[config.mk]
export PLATFORM = sky130hd
export DESIGN_NAME = spi_boot_loader
export DESIGN_NICKNAME = d
export VERILOG_FILES = /design/src/rtl/spi_boot_loader.sv
export SDC_FILE = /design/constraint.sdc
export NUM_CORES = 1
export LEC_CHECK = 0
export BUFFER_PORTS_ARGS = -buffer_cell sky130_fd_sc_hd__buf_2
export CORE_UTILIZATION = 30
export CTS_BUF_LIST = sky130_fd_sc_hd__clkbuf_16
export DETAILED_ROUTE_END_ITERATION = 12
export GPL_TIMING_DRIVEN = 0
export SYNTH_ARGS = -nofsm -noshare
export SYNTH_HDL_FRONTEND = slang
export SYNTH_SLANG_ARGS = --single-unit
[constraint.sdc]
create_clock -name clk -period 9.86 [get_ports clk]
set_input_delay 0.986 -clock clk [delete_from_list [all_inputs] [get_ports clk]]
set_output_delay 0.986 -clock clk [all_outputs]
set_load 0.01 [all_outputs]
[src/rtl/spi_boot_loader.sv]
// SPI-fed SRAM boot loader: framed WRITE/READ/RUN commands over a mode-0 SPI slave.
// Owns the external SRAM while booting, then becomes a transparent Atom-to-SRAM mux.
module spi_boot_loader #(
   parameter int unsigned ADDR_W   = 18,
   parameter int unsigned WR_PULSE = 2,
   parameter int unsigned RD_WAIT  = 2
) (
   input  logic              clk,
   input  logic              reset,
   output logic              booting,
   output logic              progress,
   output logic [1:0]        boot_error,
   input  logic              SCK,
   input  logic              SSEL,
   input  logic              MOSI,
   output logic              MISO,
   input  logic              atom_RAMCS_b,
   input  logic              atom_RAMOE_b,
   input  logic              atom_RAMWE_b,
   input  logic [ADDR_W-1:0] atom_RAMA,
   input  logic [7:0]        atom_RAMDin,
   output logic              ext_RAMCS_b,
   output logic              ext_RAMOE_b,
   output logic              ext_RAMWE_b,
   output logic [ADDR_W-1:0] ext_RAMA,
   output logic [7:0]        ext_RAMDin,
   input  logic [7:0]        ext_RAMDout
);

   localparam int unsigned TMR_W = 8;

   localparam logic [2:0] F_IDLE  = 3'd0;
   localparam logic [2:0] F_CMD   = 3'd1;
   localparam logic [2:0] F_HDR   = 3'd2;
   localparam logic [2:0] F_WDATA = 3'd3;
   localparam logic [2:0] F_WSUM  = 3'd4;
   localparam logic [2:0] F_RDATA = 3'd5;
   localparam logic [2:0] F_SKIP  = 3'd6;
   localparam logic [2:0] F_DONE  = 3'd7;

   localparam logic [1:0] M_IDLE = 2'd0;
   localparam logic [1:0] M_WR   = 2'd1;
   localparam logic [1:0] M_REC  = 2'd2;
   localparam logic [1:0] M_RD   = 2'd3;

   logic [2:0]        sck_s_q, sck_s_d, ssel_s_q, ssel_s_d;
   logic [1:0]        mosi_s_q, mosi_s_d;
   logic [2:0]        bit_cnt_q, bit_cnt_d;
   logic [7:0]        shift_q, shift_d;
   logic              byte_valid_q, byte_valid_d;
   logic [2:0]        f_state_q, f_state_d;
   logic [1:0]        m_state_q, m_state_d;
   logic [2:0]        hdr_cnt_q, hdr_cnt_d;
   logic              is_rd_q, is_rd_d;
   logic [ADDR_W-1:0] addr_q, addr_d;
   logic [15:0]       len_q, len_d;
   logic [15:0]       cnt_q, cnt_d;
   logic [7:0]        sum_q, sum_d;
   logic [1:0]        err_q, err_d;
   logic              booting_q, booting_d;
   logic [7:0]        tx_q, tx_d;
   logic              miso_q, miso_d;
   logic [7:0]        rd_buf_q, rd_buf_d;
   logic [TMR_W-1:0]  tmr_q, tmr_d;
   logic [ADDR_W-1:0] ram_a_q, ram_a_d;
   logic [7:0]        ram_din_q, ram_din_d;
   logic              we_b_q, we_b_d, oe_b_q, oe_b_d;

   logic              sck_rise, sck_fall, ssel_rise, ssel_fall, ssel_act;
   logic              rd_start, wr_start;
   logic [ADDR_W-1:0] rd_addr, addr_hdr;

   assign sck_rise  =  sck_s_q[1] & ~sck_s_q[2];
   assign sck_fall  = ~sck_s_q[1] &  sck_s_q[2];
   assign ssel_rise =  ssel_s_q[1] & ~ssel_s_q[2];
   assign ssel_fall = ~ssel_s_q[1] &  ssel_s_q[2];
   assign ssel_act  = ~ssel_s_q[1];
   assign addr_hdr  = {addr_q[ADDR_W-9:0], shift_q};

   // Synchronisers and the MOSI byte assembler
   always_comb begin
      sck_s_d      = {sck_s_q[1:0], SCK};
      ssel_s_d     = {ssel_s_q[1:0], SSEL};
      mosi_s_d     = {mosi_s_q[0], MOSI};
      bit_cnt_d    = bit_cnt_q;
      shift_d      = shift_q;
      byte_valid_d = 1'b0;
      if (!ssel_act) begin
         bit_cnt_d = 3'd0;
      end else if (sck_rise) begin
         shift_d      = {shift_q[6:0], mosi_s_q[1]};
         bit_cnt_d    = bit_cnt_q + 3'd1;
         byte_valid_d = (bit_cnt_q == 3'd7) && (f_state_q != F_DONE);
      end
   end

   // Frame FSM, memory sequencer and readback shifter
   always_comb begin
      f_state_d = f_state_q;
      m_state_d = m_state_q;
      hdr_cnt_d = hdr_cnt_q;
      is_rd_d   = is_rd_q;
      addr_d    = addr_q;
      len_d     = len_q;
      cnt_d     = cnt_q;
      sum_d     = sum_q;
      err_d     = err_q;
      booting_d = booting_q;
      tx_d      = tx_q;
      rd_buf_d  = rd_buf_q;
      tmr_d     = tmr_q;
      ram_a_d   = ram_a_q;
      ram_din_d = ram_din_q;
      we_b_d    = we_b_q;
      oe_b_d    = oe_b_q;
      rd_start  = 1'b0;
      wr_start  = 1'b0;
      rd_addr   = addr_q;

      // The fall right after a byte's 8th rise exposes the freshly loaded MSB, so it must not shift
      if (sck_fall && ssel_act && (bit_cnt_q != 3'd0)) tx_d = {tx_q[6:0], 1'b1};

      case (f_state_q)
         F_IDLE: if (ssel_fall) f_state_d = F_CMD;
         F_DONE: ;
         default: begin
            if (ssel_rise) begin
               f_state_d = F_IDLE;
               if ((f_state_q == F_HDR) || (f_state_q == F_WDATA) || (f_state_q == F_WSUM))
                  err_d[1] = 1'b1;
            end else if (byte_valid_q) begin
               case (f_state_q)
                  F_CMD: begin
                     sum_d     = 8'd0;
                     cnt_d     = 16'd0;
                     hdr_cnt_d = 3'd0;
                     is_rd_d   = (shift_q == 8'h02);
                     if ((shift_q == 8'h01) || (shift_q == 8'h02)) begin
                        f_state_d = F_HDR;
                     end else if (shift_q == 8'h03) begin
                        f_state_d = F_DONE;
                        booting_d = 1'b0;
                     end else begin
                        f_state_d = F_SKIP;
                     end
                  end
                  F_HDR: begin
                     hdr_cnt_d = hdr_cnt_q + 3'd1;
                     if (hdr_cnt_q < 3'd3) addr_d = addr_hdr;
                     else                  len_d  = {len_q[7:0], shift_q};
                     if ((hdr_cnt_q == 3'd2) && is_rd_q) begin
                        rd_start = 1'b1;
                        rd_addr  = addr_hdr;
                     end
                     if (hdr_cnt_q == 3'd4) begin
                        if (is_rd_q) begin
                           f_state_d = F_RDATA;
                           tx_d      = rd_buf_q;
                           rd_start  = 1'b1;
                        end else begin
                           f_state_d = F_WDATA;
                        end
                     end
                  end
                  F_WDATA: begin
                     wr_start = 1'b1;
                     sum_d    = sum_q + shift_q;
                     if (cnt_q == len_q) f_state_d = F_WSUM;
                     else                cnt_d     = cnt_q + 16'd1;
                  end
                  F_WSUM: begin
                     if (8'(sum_q + shift_q) != 8'd0) err_d[0] = 1'b1;
                     f_state_d = F_IDLE;
                  end
                  F_RDATA: begin
                     tx_d     = rd_buf_q;
                     rd_start = 1'b1;
                  end
                  default: ;
               endcase
            end
         end
      endcase

      case (m_state_q)
         M_IDLE: begin
            if (wr_start) begin
               ram_a_d   = addr_q;
               ram_din_d = shift_q;
               we_b_d    = 1'b0;
               tmr_d     = '0;
               m_state_d = M_WR;
            end else if (rd_start) begin
               ram_a_d   = rd_addr;
               oe_b_d    = 1'b0;
               tmr_d     = '0;
               m_state_d = M_RD;
            end
         end
         M_WR: begin
            tmr_d = tmr_q + TMR_W'(1);
            if (tmr_q == TMR_W'(WR_PULSE - 1)) begin
               we_b_d    = 1'b1;
               m_state_d = M_REC;
            end
         end
         M_REC: begin
            addr_d    = addr_q + ADDR_W'(1);
            m_state_d = M_IDLE;
         end
         M_RD: begin
            tmr_d = tmr_q + TMR_W'(1);
            if (tmr_q == TMR_W'(RD_WAIT - 1)) begin
               rd_buf_d  = ext_RAMDout;
               oe_b_d    = 1'b1;
               addr_d    = addr_q + ADDR_W'(1);
               m_state_d = M_IDLE;
            end
         end
         default: m_state_d = M_IDLE;
      endcase

      miso_d = (f_state_d == F_RDATA) ? tx_d[7] : 1'b1;
   end

   always_ff @(posedge clk or posedge reset) begin
      if (reset) begin
         sck_s_q      <= 3'b000;
         ssel_s_q     <= 3'b111;
         mosi_s_q     <= 2'b00;
         bit_cnt_q    <= 3'd0;
         shift_q      <= 8'd0;
         byte_valid_q <= 1'b0;
         f_state_q    <= F_IDLE;
         m_state_q    <= M_IDLE;
         hdr_cnt_q    <= 3'd0;
         is_rd_q      <= 1'b0;
         addr_q       <= '0;
         len_q        <= 16'd0;
         cnt_q        <= 16'd0;
         sum_q        <= 8'd0;
         err_q        <= 2'b00;
         booting_q    <= 1'b1;
         tx_q         <= 8'hFF;
         miso_q       <= 1'b1;
         rd_buf_q     <= 8'd0;
         tmr_q        <= '0;
         ram_a_q      <= '0;
         ram_din_q    <= 8'd0;
         we_b_q       <= 1'b1;
         oe_b_q       <= 1'b1;
      end else begin
         sck_s_q      <= sck_s_d;
         ssel_s_q     <= ssel_s_d;
         mosi_s_q     <= mosi_s_d;
         bit_cnt_q    <= bit_cnt_d;
         shift_q      <= shift_d;
         byte_valid_q <= byte_valid_d;
         f_state_q    <= f_state_d;
         m_state_q    <= m_state_d;
         hdr_cnt_q    <= hdr_cnt_d;
         is_rd_q      <= is_rd_d;
         addr_q       <= addr_d;
         len_q        <= len_d;
         cnt_q        <= cnt_d;
         sum_q        <= sum_d;
         err_q        <= err_d;
         booting_q    <= booting_d;
         tx_q         <= tx_d;
         miso_q       <= miso_d;
         rd_buf_q     <= rd_buf_d;
         tmr_q        <= tmr_d;
         ram_a_q      <= ram_a_d;
         ram_din_q    <= ram_din_d;
         we_b_q       <= we_b_d;
         oe_b_q       <= oe_b_d;
      end
   end

   assign booting     = booting_q;
   assign progress    = byte_valid_q;
   assign boot_error  = err_q;
   assign MISO        = miso_q;
   assign ext_RAMCS_b = booting_q ? 1'b0      : atom_RAMCS_b;
   assign ext_RAMOE_b = booting_q ? oe_b_q    : atom_RAMOE_b;
   assign ext_RAMWE_b = booting_q ? we_b_q    : atom_RAMWE_b;
   assign ext_RAMA    = booting_q ? ram_a_q   : atom_RAMA;
   assign ext_RAMDin  = booting_q ? ram_din_q : atom_RAMDin;

endmodule

==> metrics, run 1 <==
Tot GR Track Use=14.3%; Max Root-Sink Buffers=2; worst hold path class=reg -> reg; Clock Latency Late Sink=420 ps; minimum clock period=3160 ps; Iter 0 DRT Violations=328; gr ovfl total=0; final hold violations=0; final wirelength=18500 um; setup bufs post-CTS=0; Die Width=164 um; initial antenna violation count=0; Max VDD drop=0.000114 V; I/O pin cnt=76; PortBufs=75; Total Power=1.46 mW; gr busiest metal=met2; global placement routability congestion=0.845; Net Sw Power=0.370 mW; fin area=9310 um^2; Setup Viol. Count Final=0; CTS Root Cell=clkbuf_16; Max H-tree Level=4; total CTS buffers=17; vias in the first global route=5551; static leakage=4.36 nW; drt pass-1 iters=4; CP startpoint kind=flip-flop; share of total power in the clock network=46.3%; Internal Power=1.09 mW; DR vias=5851; Syn Std Cell Area=7870 um^2; FFs w/ async S/R, synth=100%; post-synth cell types=76; Cell Rows=58; max-slew violations=0; #FFs+latches synth=143; pwr dens=157 nW/um^2; Worst EP required=8870 ps; Final HPWL DP=12900 um; Mapped Cells=718; clock sink total=143; CTS resizes=0; layout cells sized above 1=32.3%; # diodes=0; Comb pwr share=8.6%; total die area=26900 um^2; final setup TNS=0 ps; CTS tree=built; register area=3600 um^2; Max-Cap Viols=0; crit-path max FO=10; initial core utilization=30.9%; yosys warns=0; met3 Track Usage GR=4.19%; Top FF cell, synth=dfrtp_1; crit path capture type=output port; Vias/cell=5.06; status=finished, final reports clean; Seq/Total Area, Yosys=45.7%; fmax=316 MHz; placed inst area=8690 um^2; clock skew=10.1 ps; die height=164 um; CTS Hold Bufs=0; switching part of the total=25.4%; Flop pwr share=45.1%; Avg Inst Size Synth=11.0 um^2; Slew HR=50.4%; P&R area growth vs syn=18.3%; routing usage on met2=20.9%; period utilisation layout=32.1%; Crit Path Class=reg -> out; Clock transition at path regs=60 ps; DR WL/cell=16.0 um; Data arrival, critical path=2180 ps; largest net degree at the start of global routing=78; antenna viol nets, final=0; Syn Nets=778; Layout fillers=2509; multi-input logic area=4000 um^2; Slew @ Worst Pin=745 ps; RSZ-0062 raised after global routing=false; Post-synth EDFFs=0; Core Area=25500 um^2; GRT met1 Usage=20.6%; nets@finish=873; first-pass GRT wire length=29800 um; DRC=0
-- final timing paths --
kind,from,end,slack (ps),depth (start not counted)
min,ssel_s_q[0],ssel_s_q[1],350,0
max in group asynchronous,reset,ram_a_q[12],8420,3
max,booting,ext_RAMA[2],6700,3
max reg2reg,hdr_cnt_q[0],ram_a_q[4],7470,8
min reg2reg,ssel_s_q[0],ssel_s_q[1],350,0
min in group asynchronous,reset,rd_buf_q[1],660,2
-- critical path: stages, from the launching register on --
cell and delay (ps):
dfstp_2 620, clkbuf_1 590, mux2_2 400, buf_2 140
-- placed cells by master, fill, tap and decap left out, drive strengths merged, types with 7 or more instances in the layout --
| cell type | n |
|---|---|
| clkbuf | 33 |
| ha | 17 |
| o221a | 8 |
| buf | 97 |
| mux2i | 22 |
| o21ai | 25 |
| and3 | 11 |
| dfstp | 15 |
| nand3 | 30 |
| xor2 | 25 |
| nor3 | 13 |
| dfrtp | 128 |
| mux2 | 105 |
| a31oi | 8 |
| clkinv | 7 |
| nand2 | 47 |
| inv | 23 |
| a21oi | 43 |
| a211oi | 10 |
| nand4 | 17 |
| nor2 | 42 |
| nand2b | 18 |
-- registers in the layout (all words and copies together) (netlist names), 16 cells and up --
register and count:
addr_q 18, ram_a_q 18, cnt_q 16, len_q 16
-- logic make-up (layout without fill, tap and decap cells) --
family | count (synthesis) | in the layout | share of synthesized area, %
DFF | 143 | 143 | 45.7
xor gates and xnor gates | 31 | 31 | 3.45
muxes | 127 | 127 | 18.4
buffers and inverters | 58 | 166 | 3.42
AOI/OAI and AO/OA | 132 | 132 | 11.4
adders and majority gates | 18 | 18 | 2.96
and+or+nand+nor | 209 | 209 | 14.7
-- power by group through the flow --
| stage | registers (mW) | logic [mW] | clock network, mW |
|---|---|---|---|
| 3_5_place_dp | 0.668 | 0.125 | 0 |
| 5_1_grt | 0.662 | 0.141 | 0.714 |
| 6_report | 0.658 | 0.125 | 0.676 |
| 4_1_cts | 0.657 | 0.126 | 0.692 |
| 2_1_floorplan | 0.644 | 0.0887 | 0 |
| 3_3_place_gp | 0.666 | 0.121 | 0 |
-- metal layers --
layer | wire (um) | vias to the layer above
met5 | 0 | -
met4 | 144 | 0
met3 | 938 | 15
met2 | 8040 | 145
met1 | 9330 | 2875
li1 | - | 2816
-- metrics by stage --
stage	worst slack, ps	util (%)	hold slack [ps]	instances
floorplan	5060	-	331	718
global placement	3240	34.0	334	1123
detailed placement	7130	34.1	347	1124
CTS	6670	36.5	356	1156
global route	6610	36.5	364	1156
finish	6700	36.5	355	1156
-- cell usage after synthesis (15+ instances only) --
cell / n / area (um^2)
mux2i_1: 22 / 220
ha_1: 17 / 213
nand2_1: 45 / 169
mux2_2: 89 / 1000
dfstp_2: 15 / 394
nand4_1: 16 / 100
xor2_1: 25 / 219
buf_2: 16 / 80.1
a21oi_1: 42 / 210
clkbuf_1: 16 / 60.1
o21ai_0: 22 / 110
nand3_1: 30 / 150
nand2b_1: 18 / 113
nor2_1: 39 / 146
dfrtp_1: 128 / 3200
inv_1: 19 / 71.3
-- area by class of cell --
| class | instances | area share, % |
|---|---|---|
| Buffer | 37 | 2.04 |
| Clock buffer | 17 | 4.57 |
| Clock inverter | 15 | 2.07 |
| Inverter | 21 | 0.901 |
| Multi-Input combinational cell | 517 | 43.0 |
| Sequential cell | 143 | 38.6 |
| Tap cell | 330 | 4.44 |
| Timing Repair Buffer | 76 | 4.33 |
Note: power is estimated with default switching activity, not from simulation.
==> run 2: changes to the inputs <==
--- a/config.mk
+++ b/config.mk
@@ -5,6 +5,7 @@
 export SDC_FILE = /design/constraint.sdc
 export NUM_CORES = 1
 export LEC_CHECK = 0
+export ABC_AREA = 1
 export BUFFER_PORTS_ARGS = -buffer_cell sky130_fd_sc_hd__buf_2
 export CORE_UTILIZATION = 30
 export CTS_BUF_LIST = sky130_fd_sc_hd__clkbuf_16
==> constraint.sdc (replaced) <==
create_clock -name clk -period 3.3 [get_ports clk]
set_input_delay 0.33 -clock clk [delete_from_list [all_inputs] [get_ports clk]]
set_output_delay 0.33 -clock clk [all_outputs]
set_load 0.01 [all_outputs]
==> run 2 against run 1 <==
Compared with the run above:
- setup slack worse by 6400 ps
- power rose to 2.9 times the previous value
- first-iteration DRC count up 75%
- core utilization fell by 0.19 points
- combinational power grew to 3.1 times the previous value
- final cell count is 21% higher
- critical path depth up 1
- clock skew grew 4.3 ps
- clock power increased to 2.8 times the previous value
- sequential share of layout area grew 0.65 points
- global-route usage rose by 1.3 points
- sequential power increased to 2.9 times the previous value
- largest cell class is now sequential cells
==> metrics, run 2 <==
status=finished, final reports clean; Worst EP required=2970 ps (-5900 ps); R2R depth=9 (+1); Final HPWL DP=14400 um (+12%); Slew @ Worst Pin=891 ps (+147 ps); synth cell count leaders=nand2_1 (239), dfrtp_1 (128), inv_1 (113); # diodes=0 (unchanged); share of total power in the clock network=44.8% (-1.5 points); static leakage=4.47 nW (+2.6%); crit path capture type=output port; count leader, synth=nand2_1; initial antenna violation count=0 (unchanged); worst flop-to-flop path startpoint=ssel_s_q[2]; Comb pwr share=9.3% (+0.7 points); Max Root-Sink Buffers=2 (unchanged); CTS resizes=0 (unchanged); Data arrival, critical path=2650 ps (+470 ps); Total Power=4.21 mW (+190%); FF-to-FF setup slack=890 ps (-6580 ps); Avg Inst Size Synth=8.03 um^2 (-27%); Crit Path Class=reg -> out; period utilisation layout=90.2%; vias in the first global route=6224 (+12%); Net Sw Power=1.09 mW (+190%); Yosys top cell area share=41.6% (+0.89 points); Reg2Reg Capture Point=ram_a_q[17]; yosys warns=0 (unchanged); setup bufs post-CTS=0 (unchanged); minimum clock period=2980 ps; top post-synthesis cells by area=dfrtp_1 (42%), nand2_1 (12%), o21ai_0 (5.5%); first-pass GRT wire length=32200 um (+7.9%); PortBufs=75 (unchanged); largest family of logic cells by synthesized area=simple AND/OR/NAND/NOR gates; global placement routability congestion=0.850 (+0.57%); Top FF cell, synth=dfrtp_1; P&R area growth vs syn=18.9%; area leader, netlist=dfrtp_1; post-synthesis mux area share=4.24% (-14 points); max-slew violations=0 (unchanged); final core utilization=36.4% (-0.19 points); largest net degree at the start of global routing=42 (-46%); Max-Cap Viols=0 (unchanged); DRC=0 (unchanged); die height=162 um (-1.1%); Post-synth EDFFs=0 (unchanged); crit-path max FO=10 (unchanged); final hold violations=0 (unchanged); Vias/cell=4.75 (-6.2%); Setup Viol. Count Final=0 (unchanged); Largest regs=addr_q x18, ram_a_q x18; Max H-tree Level=4 (unchanged); Clock Latency Late Sink=430 ps (about the same); CTS tree=built; switching part of the total=25.8% (+0.50 points); initial core utilization=30.6% (-0.31 points); gr ovfl total=0 (unchanged); Mapped Cells=959 (+34%); CTS Root Cell=clkbuf_16; clock sink total=143 (unchanged); post-synth cell types=45 (-41%); commonest cells after routing, fill and taps aside=nand2_1 (239), dfrtp_1 (128), inv_1 (112), o21ai_0 (85), buf_2 (81); post-synthesis compound-gate area fraction=15.0% (+3.6 points); Seq/Total Area, Yosys=46.7% (+0.99 points); DR WL/cell=13.9 um (-13%); Die Width=162 um (-1.1%); Hold WS=68.7 ps (-286 ps); CP startpoint kind=flip-flop; Flop pwr share=45.9% (+0.8 points); final wirelength=19500 um (+5.7%); commonest non-fill, non-tap cell in the layout=nand2_1; Post-Synth Adder-Cell Area=3.02% (+0.064 points); antenna viol nets, final=0 (unchanged); total die area=26300 um^2 (-2.1%); Tot GR Track Use=15.5% (+1.3 points); Iter 0 DRT Violations=574 (+75%); I/O pin cnt=76 (unchanged); Max VDD drop=0.000387 V (+240%); final setup TNS=0 ps (unchanged); pwr dens=460 nW/um^2 (+190%); nets@finish=1119 (+28%); simple-gate area share of the yosys netlist=21.7% (+7.0 points); Synth Area in XOR/XNOR=1.71% (-1.7 points); Core Area=25200 um^2 (-1.1%); total CTS buffers=17 (unchanged); Cell Rows=58 (unchanged); Clock transition at path regs=60 ps (about the same); RSZ-0062 raised after global routing=false; layout cells sized above 1=17.2% (-15 points); Internal Power=3.12 mW (+190%); #FFs+latches synth=143 (unchanged); FFs w/ async S/R, synth=100% (unchanged); worst hold path class=in -> async; Syn Nets=1019 (+31%); Syn Std Cell Area=7700 um^2 (-2.1%); fmax=336 MHz; drt pass-1 iters=5 (+1); Slew HR=40.6% (-9.8 points); clock skew=14.4 ps (+4.29 ps); DR vias=6652 (+14%)
-- run 2: worst max path at each step --
| stage | from | to | slack [ps] | cells past startpoint |
|---|---|---|---|---|
| final | booting | ext_RAMA[10] | 320 | 4 |
| after global routing | booting | ext_RAMA[6] | 230 | 4 |
| after CTS | booting | ext_RAMA[6] | 280 | 4 |
| after detailed placement | booting | ext_RAMA[6] | 730 | 4 |
| after global placement | reset | ram_a_q[16] | 110 | 2 |
| after floorplan | reset | addr_q[0] | 1190 | 1 |
-- run 2: power by group through the flow --
stage	Clock, mW	Combinational (mW)	Sequential, mW
2_1_floorplan	0	0.263	1.94
3_3_place_gp	0	0.373	1.96
3_5_place_dp	0	0.391	1.96
4_1_cts	1.93	0.397	1.93
5_1_grt	1.99	0.455	1.94
6_report	1.89	0.391	1.93
-- run 2: timing repair --
action | in CTS | in global routing
setup endpoints to repair | 0 | 0
hold buffers | 3 | 0
endpoints found under the hold margin | 3 | 0
-- run 2: cell families (layout without fill, tap and decap cells) --
family	count (synthesis)	count (layout)
AND/OR/NAND/NOR	399	399
XOR/XNOR	15	15
AO/OA/AOI/OAI	205	205
adder cells (fa/ha/maj)	18	18
flip-flops	143	143
multiplexers	29	29
buffers and inverters	150	262
-- run 2: layout make-up --
class	instances	area, um^2
multi-input combinational	666	3510
fill	2590	16000
tap	330	413
inverter	121	463
clock inverter	14	145
clock buffer	17	425
timing repair buffer	81	465
sequential	143	3600
buffer	29	131
-- run 2: through the flow --
| step | std cells | cell area, um^2 | setup slack (ps) |
|---|---|---|---|
| 2_1_floorplan | 959 | 7710 | 1190 |
| 3_3_place_gp | 1364 | 8490 | 108 |
| 3_5_place_dp | 1367 | 8550 | 733 |
| 4_1_cts | 1401 | 9160 | 276 |
| 5_1_grt | 1401 | 9160 | 228 |
| 6_report | 1401 | 9160 | 324 |
-- run 2: critical path: stages (launching register included) --
cell	delay, ps
dfstp_2	550
clkbuf_1	400
clkbuf_1	720
mux2_2	410
buf_2	140
-- run 2: layer usage --
metal  wire, um  track usage, %
met5          0               0
met4        167            3.77
met3       1070            3.47
met2       8270            22.6
met1      10000            23.1
